===== config.mk =====
export PLATFORM = sky130hd
export DESIGN_NAME = line_refill_adapter_flat
export DESIGN_NICKNAME = d
export VERILOG_FILES = /design/src/rtl/line_refill_adapter_pkg.sv /design/src/rtl/line_refill_adapter_if.sv /design/src/rtl/line_refill_adapter.sv /design/src/flat_wrapper.sv
export SDC_FILE = /design/constraint.sdc
export NUM_CORES = 1
export LEC_CHECK = 0
export BUFFER_PORTS_ARGS = -buffer_cell sky130_fd_sc_hd__buf_2
export CORE_MARGIN = 10
export CORE_UTILIZATION = 55
export DETAILED_ROUTE_END_ITERATION = 8
export PLACE_DENSITY = 0.88
export SYNTH_ARGS = -nofsm -noshare
export SYNTH_HDL_FRONTEND = slang
export SYNTH_SLANG_ARGS = --single-unit

===== constraint.sdc =====
create_clock -name clk_i -period 9 [get_ports clk_i]
set_clock_uncertainty 0.1 [all_clocks]
set_input_delay 0.9 -clock clk_i [delete_from_list [all_inputs] [get_ports clk_i]]
set_output_delay 0.9 -clock clk_i [all_outputs]
set_load 0.05 [all_outputs]

===== src/rtl/line_refill_adapter_pkg.sv =====
// Shared types and geometry for the line refill adapter.
// Bus/line widths are fixed here so the interface and the adapter agree.
package line_refill_adapter_pkg;

  localparam int unsigned ADDR_WIDTH       = 32;
  localparam int unsigned WORD_WIDTH       = 32;
  localparam int unsigned LINE_WORDS       = 4;
  localparam int unsigned ID_WIDTH         = 4;

  localparam int unsigned WORD_BYTES       = WORD_WIDTH / 8;
  localparam int unsigned LINE_BYTES       = LINE_WORDS * WORD_BYTES;
  localparam int unsigned LINE_OFFSET_BITS = $clog2(LINE_BYTES);
  localparam int unsigned WORD_OFFSET_BITS = $clog2(WORD_BYTES);
  localparam int unsigned WORD_IDX_BITS    = $clog2(LINE_WORDS);
  localparam int unsigned LINE_WIDTH       = LINE_WORDS * WORD_WIDTH;

  typedef enum logic [1:0] {
    IDLE,
    ISSUE,
    WAIT,
    RESP
  } refill_state_e;

  // Byte address of word idx within a line-aligned base.
  function automatic logic [ADDR_WIDTH-1:0] word_addr(input logic [ADDR_WIDTH-1:0]    base,
                                                     input logic [WORD_IDX_BITS-1:0] idx);
    return base + (ADDR_WIDTH'(idx) << WORD_OFFSET_BITS);
  endfunction

endpackage


===== src/rtl/line_refill_adapter_if.sv =====
// Refill request/response and memory bus signals of the line refill adapter.
// slave = adapter view, master = cache/memory environment view.
interface line_refill_adapter_if;
  import line_refill_adapter_pkg::*;

  logic                  req_valid_i;
  logic                  req_ready_o;
  logic [ADDR_WIDTH-1:0] req_addr_i;
  logic [ID_WIDTH-1:0]   req_id_i;

  logic                  rsp_valid_o;
  logic                  rsp_ready_i;
  logic [LINE_WIDTH-1:0] rsp_data_o;
  logic [ID_WIDTH-1:0]   rsp_id_o;
  logic                  rsp_error_o;

  logic                  mem_valid_o;
  logic                  mem_ready_i;
  logic [ADDR_WIDTH-1:0] mem_addr_o;
  logic                  mem_rvalid_i;
  logic [WORD_WIDTH-1:0] mem_rdata_i;
  logic                  mem_err_i;

  modport slave (
    input  req_valid_i, req_addr_i, req_id_i, rsp_ready_i,
           mem_ready_i, mem_rvalid_i, mem_rdata_i, mem_err_i,
    output req_ready_o, rsp_valid_o, rsp_data_o, rsp_id_o, rsp_error_o,
           mem_valid_o, mem_addr_o
  );

  modport master (
    output req_valid_i, req_addr_i, req_id_i, rsp_ready_i,
           mem_ready_i, mem_rvalid_i, mem_rdata_i, mem_err_i,
    input  req_ready_o, rsp_valid_o, rsp_data_o, rsp_id_o, rsp_error_o,
           mem_valid_o, mem_addr_o
  );

endinterface


===== src/rtl/line_refill_adapter.sv =====
// Turns one cache-line refill into single-word bus reads and returns the assembled line.
// Build option: REFILL_CRITICAL_WORD_FIRST_EN starts the fetch at the missed word and wraps.
module line_refill_adapter
  import line_refill_adapter_pkg::*;
(
  input logic                  clk_i,
  input logic                  rst_i,
  line_refill_adapter_if.slave bus
);

  refill_state_e              state_q, state_d;
  logic [ADDR_WIDTH-1:0]      base_q, base_d;
  logic [ADDR_WIDTH-1:0]      addr_q, addr_d;
  logic [WORD_IDX_BITS-1:0]   idx_q, idx_d;
  logic [WORD_IDX_BITS-1:0]   beat_q, beat_d;
  logic [LINE_WIDTH-1:0]      data_q, data_d;
  logic [ID_WIDTH-1:0]        id_q, id_d;
  logic                       err_q, err_d;
  logic [WORD_IDX_BITS-1:0]   start_idx;
  logic                       unused_addr_bits;

`ifdef REFILL_CRITICAL_WORD_FIRST_EN
  assign start_idx = bus.req_addr_i[LINE_OFFSET_BITS-1:WORD_OFFSET_BITS];
`else
  assign start_idx = '0;
`endif

  // Offset bits only matter for the start index; the line base drops them.
  assign unused_addr_bits = ^bus.req_addr_i[LINE_OFFSET_BITS-1:0];

  always_comb begin
    state_d = state_q;
    base_d  = base_q;
    addr_d  = addr_q;
    idx_d   = idx_q;
    beat_d  = beat_q;
    data_d  = data_q;
    id_d    = id_q;
    err_d   = err_q;

    case (state_q)
      IDLE: begin
        if (bus.req_valid_i) begin
          base_d  = bus.req_addr_i & ~ADDR_WIDTH'(LINE_BYTES - 1);
          addr_d  = word_addr(base_d, start_idx);
          idx_d   = start_idx;
          beat_d  = '0;
          data_d  = '0;
          id_d    = bus.req_id_i;
          err_d   = 1'b0;
          state_d = ISSUE;
        end
      end
      ISSUE: begin
        if (bus.mem_ready_i) state_d = WAIT;
      end
      WAIT: begin
        if (bus.mem_rvalid_i) begin
          if (bus.mem_err_i) begin
            // Abandon the line: remaining slots stay zero.
            err_d   = 1'b1;
            state_d = RESP;
          end else begin
            for (int unsigned k = 0; k < LINE_WORDS; k++) begin
              if (idx_q == WORD_IDX_BITS'(k)) data_d[k*WORD_WIDTH +: WORD_WIDTH] = bus.mem_rdata_i;
            end
            idx_d  = idx_q + WORD_IDX_BITS'(1);
            beat_d = beat_q + WORD_IDX_BITS'(1);
            if (beat_q == WORD_IDX_BITS'(LINE_WORDS - 1)) begin
              state_d = RESP;
            end else begin
              addr_d  = word_addr(base_q, idx_d);
              state_d = ISSUE;
            end
          end
        end
      end
      RESP: begin
        if (bus.rsp_ready_i) state_d = IDLE;
      end
      default: state_d = IDLE;
    endcase
  end

  always_ff @(posedge clk_i or posedge rst_i) begin
    if (rst_i) begin
      state_q <= IDLE;
      base_q  <= '0;
      addr_q  <= '0;
      idx_q   <= '0;
      beat_q  <= '0;
      data_q  <= '0;
      id_q    <= '0;
      err_q   <= 1'b0;
    end else begin
      state_q <= state_d;
      base_q  <= base_d;
      addr_q  <= addr_d;
      idx_q   <= idx_d;
      beat_q  <= beat_d;
      data_q  <= data_d;
      id_q    <= id_d;
      err_q   <= err_d;
    end
  end

  assign bus.req_ready_o = (state_q == IDLE);
  assign bus.mem_valid_o = (state_q == ISSUE);
  assign bus.rsp_valid_o = (state_q == RESP);
  assign bus.mem_addr_o  = addr_q;
  assign bus.rsp_data_o  = data_q;
  assign bus.rsp_id_o    = id_q;
  assign bus.rsp_error_o = err_q;

endmodule


===== src/flat_wrapper.sv =====
// flat-port wrapper written by rule: the top's interface ports become plain ports
module line_refill_adapter_flat import line_refill_adapter_pkg::*;
  (clk_i, rst_i, bus_req_valid_i, bus_req_addr_i, bus_req_id_i, bus_rsp_ready_i, bus_mem_ready_i, bus_mem_rvalid_i, bus_mem_rdata_i, bus_mem_err_i, bus_req_ready_o, bus_rsp_valid_o, bus_rsp_data_o, bus_rsp_id_o, bus_rsp_error_o, bus_mem_valid_o, bus_mem_addr_o);
  line_refill_adapter_if bus_i ();
  input logic clk_i;
  input logic rst_i;
  input wire logic [$bits(bus_i.req_valid_i)-1:0] bus_req_valid_i;
  input wire logic [$bits(bus_i.req_addr_i)-1:0] bus_req_addr_i;
  input wire logic [$bits(bus_i.req_id_i)-1:0] bus_req_id_i;
  input wire logic [$bits(bus_i.rsp_ready_i)-1:0] bus_rsp_ready_i;
  input wire logic [$bits(bus_i.mem_ready_i)-1:0] bus_mem_ready_i;
  input wire logic [$bits(bus_i.mem_rvalid_i)-1:0] bus_mem_rvalid_i;
  input wire logic [$bits(bus_i.mem_rdata_i)-1:0] bus_mem_rdata_i;
  input wire logic [$bits(bus_i.mem_err_i)-1:0] bus_mem_err_i;
  output wire logic [$bits(bus_i.req_ready_o)-1:0] bus_req_ready_o;
  output wire logic [$bits(bus_i.rsp_valid_o)-1:0] bus_rsp_valid_o;
  output wire logic [$bits(bus_i.rsp_data_o)-1:0] bus_rsp_data_o;
  output wire logic [$bits(bus_i.rsp_id_o)-1:0] bus_rsp_id_o;
  output wire logic [$bits(bus_i.rsp_error_o)-1:0] bus_rsp_error_o;
  output wire logic [$bits(bus_i.mem_valid_o)-1:0] bus_mem_valid_o;
  output wire logic [$bits(bus_i.mem_addr_o)-1:0] bus_mem_addr_o;
  assign bus_i.req_valid_i = bus_req_valid_i;
  assign bus_i.req_addr_i = bus_req_addr_i;
  assign bus_i.req_id_i = bus_req_id_i;
  assign bus_i.rsp_ready_i = bus_rsp_ready_i;
  assign bus_i.mem_ready_i = bus_mem_ready_i;
  assign bus_i.mem_rvalid_i = bus_mem_rvalid_i;
  assign bus_i.mem_rdata_i = bus_mem_rdata_i;
  assign bus_i.mem_err_i = bus_mem_err_i;
  assign bus_req_ready_o = bus_i.req_ready_o;
  assign bus_rsp_valid_o = bus_i.rsp_valid_o;
  assign bus_rsp_data_o = bus_i.rsp_data_o;
  assign bus_rsp_id_o = bus_i.rsp_id_o;
  assign bus_rsp_error_o = bus_i.rsp_error_o;
  assign bus_mem_valid_o = bus_i.mem_valid_o;
  assign bus_mem_addr_o = bus_i.mem_addr_o;
  line_refill_adapter u_core (.clk_i(clk_i), .rst_i(rst_i), .bus(bus_i));
endmodule

# After elaboration in Yosys (flattened, before gate mapping)
# Cells that the tools add are included.
dict set report totals {
  regBits 199
  inputBits 75
  out_inout_bits 168
  elab_cells 75
}
dict set report op_classes {
  n_addsub 3
  n_eq_ne 18
  n_mux 31
  reduce_logical 12
}
# cell n
set op_table {}
lappend op_table {{$mux W128} 3}
lappend op_table {{$mux W32} 8}
lappend op_table {{$pmux W128 S2} 1}
lappend op_table {{$pmux W32 S2} 1}
lappend op_table {{$add A32 B4 Y32} 1}
lappend op_table {{$reduce_and A5 Y1} 5}
lappend op_table {{$mux W2} 11}
lappend op_table {{$ne A2 B2 Y1 const B} 7}
lappend op_table {{$reduce_and A4 Y1} 3}
lappend op_table {{$eq A2 B2 Y1 const B} 5}
lappend op_table {{$ne A2 B1 Y1 const B} 4}
lappend op_table {{$pmux W2 S2} 2}
lappend op_table {{$pmux W2 S4} 1}
lappend op_table {{$add A2 B1 Y2 const B} 2}
lappend op_table {{$eq A2 B1 Y1 const B} 2}
lappend op_table {{$logic_not A2 Y1} 2}
lappend op_table {{$mux W1} 3}
lappend op_table {{$pmux W1 S2} 1}
lappend op_table {{$reduce_and A2 Y1} 1}
lappend op_table {{$reduce_bool A2 Y1} 1}

# Depth between registers and ports, before layout
dict set report depth {
  depth_word 6
  mapped_depth 6
  ltp_nobuf 5
}

# Worst setup path before layout
# Ideal clock, no wire load.
dict set report synth_timing {
  kind {register -> output}
  from {register u_core.state_q[0]}
  to {output bus_mem_valid_o}
  arrival_time_ns 1.545
  required_time_ns 8.000
  slack_ns 6.455
  stages_incl_launch_ff 5
  path_buffers 2
  cell_sequence {dfrtp_1 > buf_2 > buf_2 > inv_1 > nor2_1}
}
dict set report synth_between {
  elab_chain_len 1
}
# element line_no
set synth_rtl {}
lappend synth_rtl {{start: declaration} line_refill_adapter.sv:11} ;# refill_state_e state_q, state_d;
lappend synth_rtl {{start signal: assignment} line_refill_adapter.sv:96} ;# state_q <= state_d;
lappend synth_rtl {{$eq A2 B1 Y1} line_refill_adapter.sv:108} ;# assign bus.mem_valid_o = (state_q == ISSUE);
lappend synth_rtl {{end: declaration} flat_wrapper.sv:20} ;# output wire logic [$bits(bus_i.mem_valid_o)-1:0] bus_mem_valid_o;
# No other way between the ends.

# Worst setup path in the final report
# Ends and elaborated chain as after synthesis.

==> flow_summary.toml <==
[finish]
regArea_sq_um = 4930
drive_above_1_share = 0.417
final_cell_mix = "236 x buf_2, 197 x dfrtp_1, 128 x a22o_1"
fin_util = 0.709
syn_to_final_growth_pct = 24.6
multi_input_area_sq_um = 2470
nets = 826
n_fill_cell = 908
n_antenna_cell = 0
final_cell_area_sq_um = 9510
final_common_cell = "buf_2"

[clock_network]
cts_tree = "done"
ctsResizeCount = 0
hold_buffers = 0
clockBufferDepth = 2
cts_made_buffers = 17
htree_levels = 4
post_cts_buffers = 0
clock-sinks = 197
cts-root-buf = "clkbuf_16"
clk_pin_slew_ns = 0.07
clk_latency_ns = 0.42

[global_routing]
grtUsageTotal = 0.231
grt_pass1_vias = 6059
use_met1 = 0.285
antenna_found_initial = 1
grt_pass1_wl_um = 33900
met2_usage = 0.366
grt_use_met3 = 0.0838
overflow = 0
grt-busiest-layer = "met2"
grt_max_degree = 118

[floorplan]
dieWidth_um = 138
die-area_sq_um = 19000
die_y_um = 138
pin_count = 243
core_area_sq_um = 13400
start_util = 0.569
rows = 42

[synth]
synthDistinctLibCells = 35
synth_top_area_frac = 0.646
synth-seq-cells = 197
yosys.area.top_type = "dfrtp_1"
synth_cells = 522
syn_area_sq_um = 7630
synth_area_leaders = "dfrtp_1 65%, a22o_1 15%, mux2_2 4.7%"
syn_avg_cell_area_sq_um = 14.6
ys.warnings.count = 0
ys_seq_area_frac = 0.646

[sta]
period_share = 0.352
whs_ns = 0.401
drv_slew = 0
worst_slew_pin_slew_ns = 1.18
finalHoldViolCount = 0
slew_headroom = 0.210
fmax_mhz = 316
fin_tns_setup_ns = 0
rsz0062_at_grt = "false"
setup_violations = 0
min_period_ns = 3.17

[power]
p_sw_frac = 0.434
irDropWorstVdd_uv = 183
static-leakage-power_nw = 4.93
power.total_w = 0.00348
pwr-share-comb = 0.402
intPower_w = 0.00197
powerDensity_nw_per_um2 = 366
switchingPower_w = 0.00151
clockPowerShare = 0.221
power.share.sequential = 0.377

[worst_hold_path]
hp-class = "flop to flop"
min_from = "u_core.bus.rsp_data_o[114]"

[routing]
drt.antenna.violating_nets = 0
finalWirelength_um = 22000
initialDrtViolationCount = 360
drtPass1Iterations = 5
drcViolationCount = 0
vias = 5577
viasPerCell = 5.97
avgRoutedWirePerCell_um = 23.6

[worst_setup_path]
critPathCaptureType = "output port"
critPathKind = "flop to output port"
cp-start-kind = "flop"
reg2reg_setup_slack_ns = 6.41
rr_startpoint = "u_core.state_q[1]"
required_ns = 8.00
crit_fanout = 21
arrival_ns = 2.17
startpoint = "u_core.state_q[0]"

[placed_design]
hpwl_um = 15000
placed_area_sq_um = 8910
gp_congestion = 0.807
portBuffers = 236

[outcome]
status = "finished clean"

[run]
drv_cap = 0
==> synthesized netlist by cell type (all sizes together) <==
library cell	instances
dfrtp	197
or3	1
nand2b	30
mux2i	2
ha	5
nand3b	1
nor2	5
o221a	28
o211ai	2
nand2	7
o221ai	2
o21ai	7
clkbuf	9
o31ai	2
buf	33
a22o	128
conb	1
nand4b	4
nor3b	6
inv	7
o31a	1
mux2	32
o21bai	1
a22oi	2
a21o	4
nand3	1
or3b	1
nor2b	2
a31oi	1
==> power groups by stage <==
| stage | clock [W] | combinational [W] | sequential [W] |
|---|---|---|---|
| final | 0.000766 | 0.00140 | 0.00131 |
| after detailed placement | 0 | 0.00141 | 0.00131 |
| after CTS | 0.000777 | 0.00141 | 0.00131 |
| after global routing | 0.000812 | 0.00147 | 0.00134 |
| after global placement | 0 | 0.00137 | 0.00129 |
| after floorplan | 0 | 0.000491 | 0.00185 |
==> sequential cells by signal, indices dropped and copies added (netlist names) <==
register and cells:
u_core.base_q 28, u_core.beat_q 2, u_core.bus.mem_addr_o 30, u_core.bus.rsp_data_o 128, u_core.bus.rsp_error_o 1, u_core.bus.rsp_id_o 4
u_core.idx_q 2, u_core.state_q 2
==> final cells by class <==
type	count	area share
clock buffers	19	0.0466
repair buffers	246	0.132
clock inverters	12	0.0159
flip-flops and latches	197	0.519
inverters	7	0.00355
well taps	176	0.0232
multi-input cells	277	0.260
==> kinds of logic after synthesis <==
kind of cell	synth area share
flops	0.646
other cells	0.000492
mux	0.0499
fa+ha+maj	0.00820
buf+inv	0.0343
simple gates	0.0512
compound gates	0.210
==> worst max-delay path, cell delays in order (launching register included) <==
cell     delay (ns)
dfrtp_1        0.97
inv_1          0.27
nor2_1         0.21
buf_2          0.30
==> worst paths after layout <==
check	end	depth (start not counted)
min in group asynchronous	u_core.bus.mem_addr_o[25]	2
max in group asynchronous	u_core.bus.rsp_data_o[72]	3
min reg2reg	u_core.bus.rsp_data_o[114]	1
max reg2reg	u_core.bus.mem_addr_o[27]	3
max	bus_mem_valid_o	3
min	u_core.bus.rsp_data_o[114]	1
==> through the flow <==
step	worst slack, ns	instances
6_report	5.83	934
5_1_grt	5.73	934
4_1_cts	5.84	934
3_5_place_dp	6.12	903
3_3_place_gp	6.21	903
2_1_floorplan	2.63	523
==> routing by layer <==
| layer | wire [um] | vias to the layer above |
|---|---|---|
| li1 | - | 2425 |
| met1 | 8710 | 2844 |
| met2 | 10500 | 273 |
| met3 | 2400 | 35 |
| met4 | 393 | 0 |
| met5 | 0 | - |
Power figures use the tool's default switching activity.
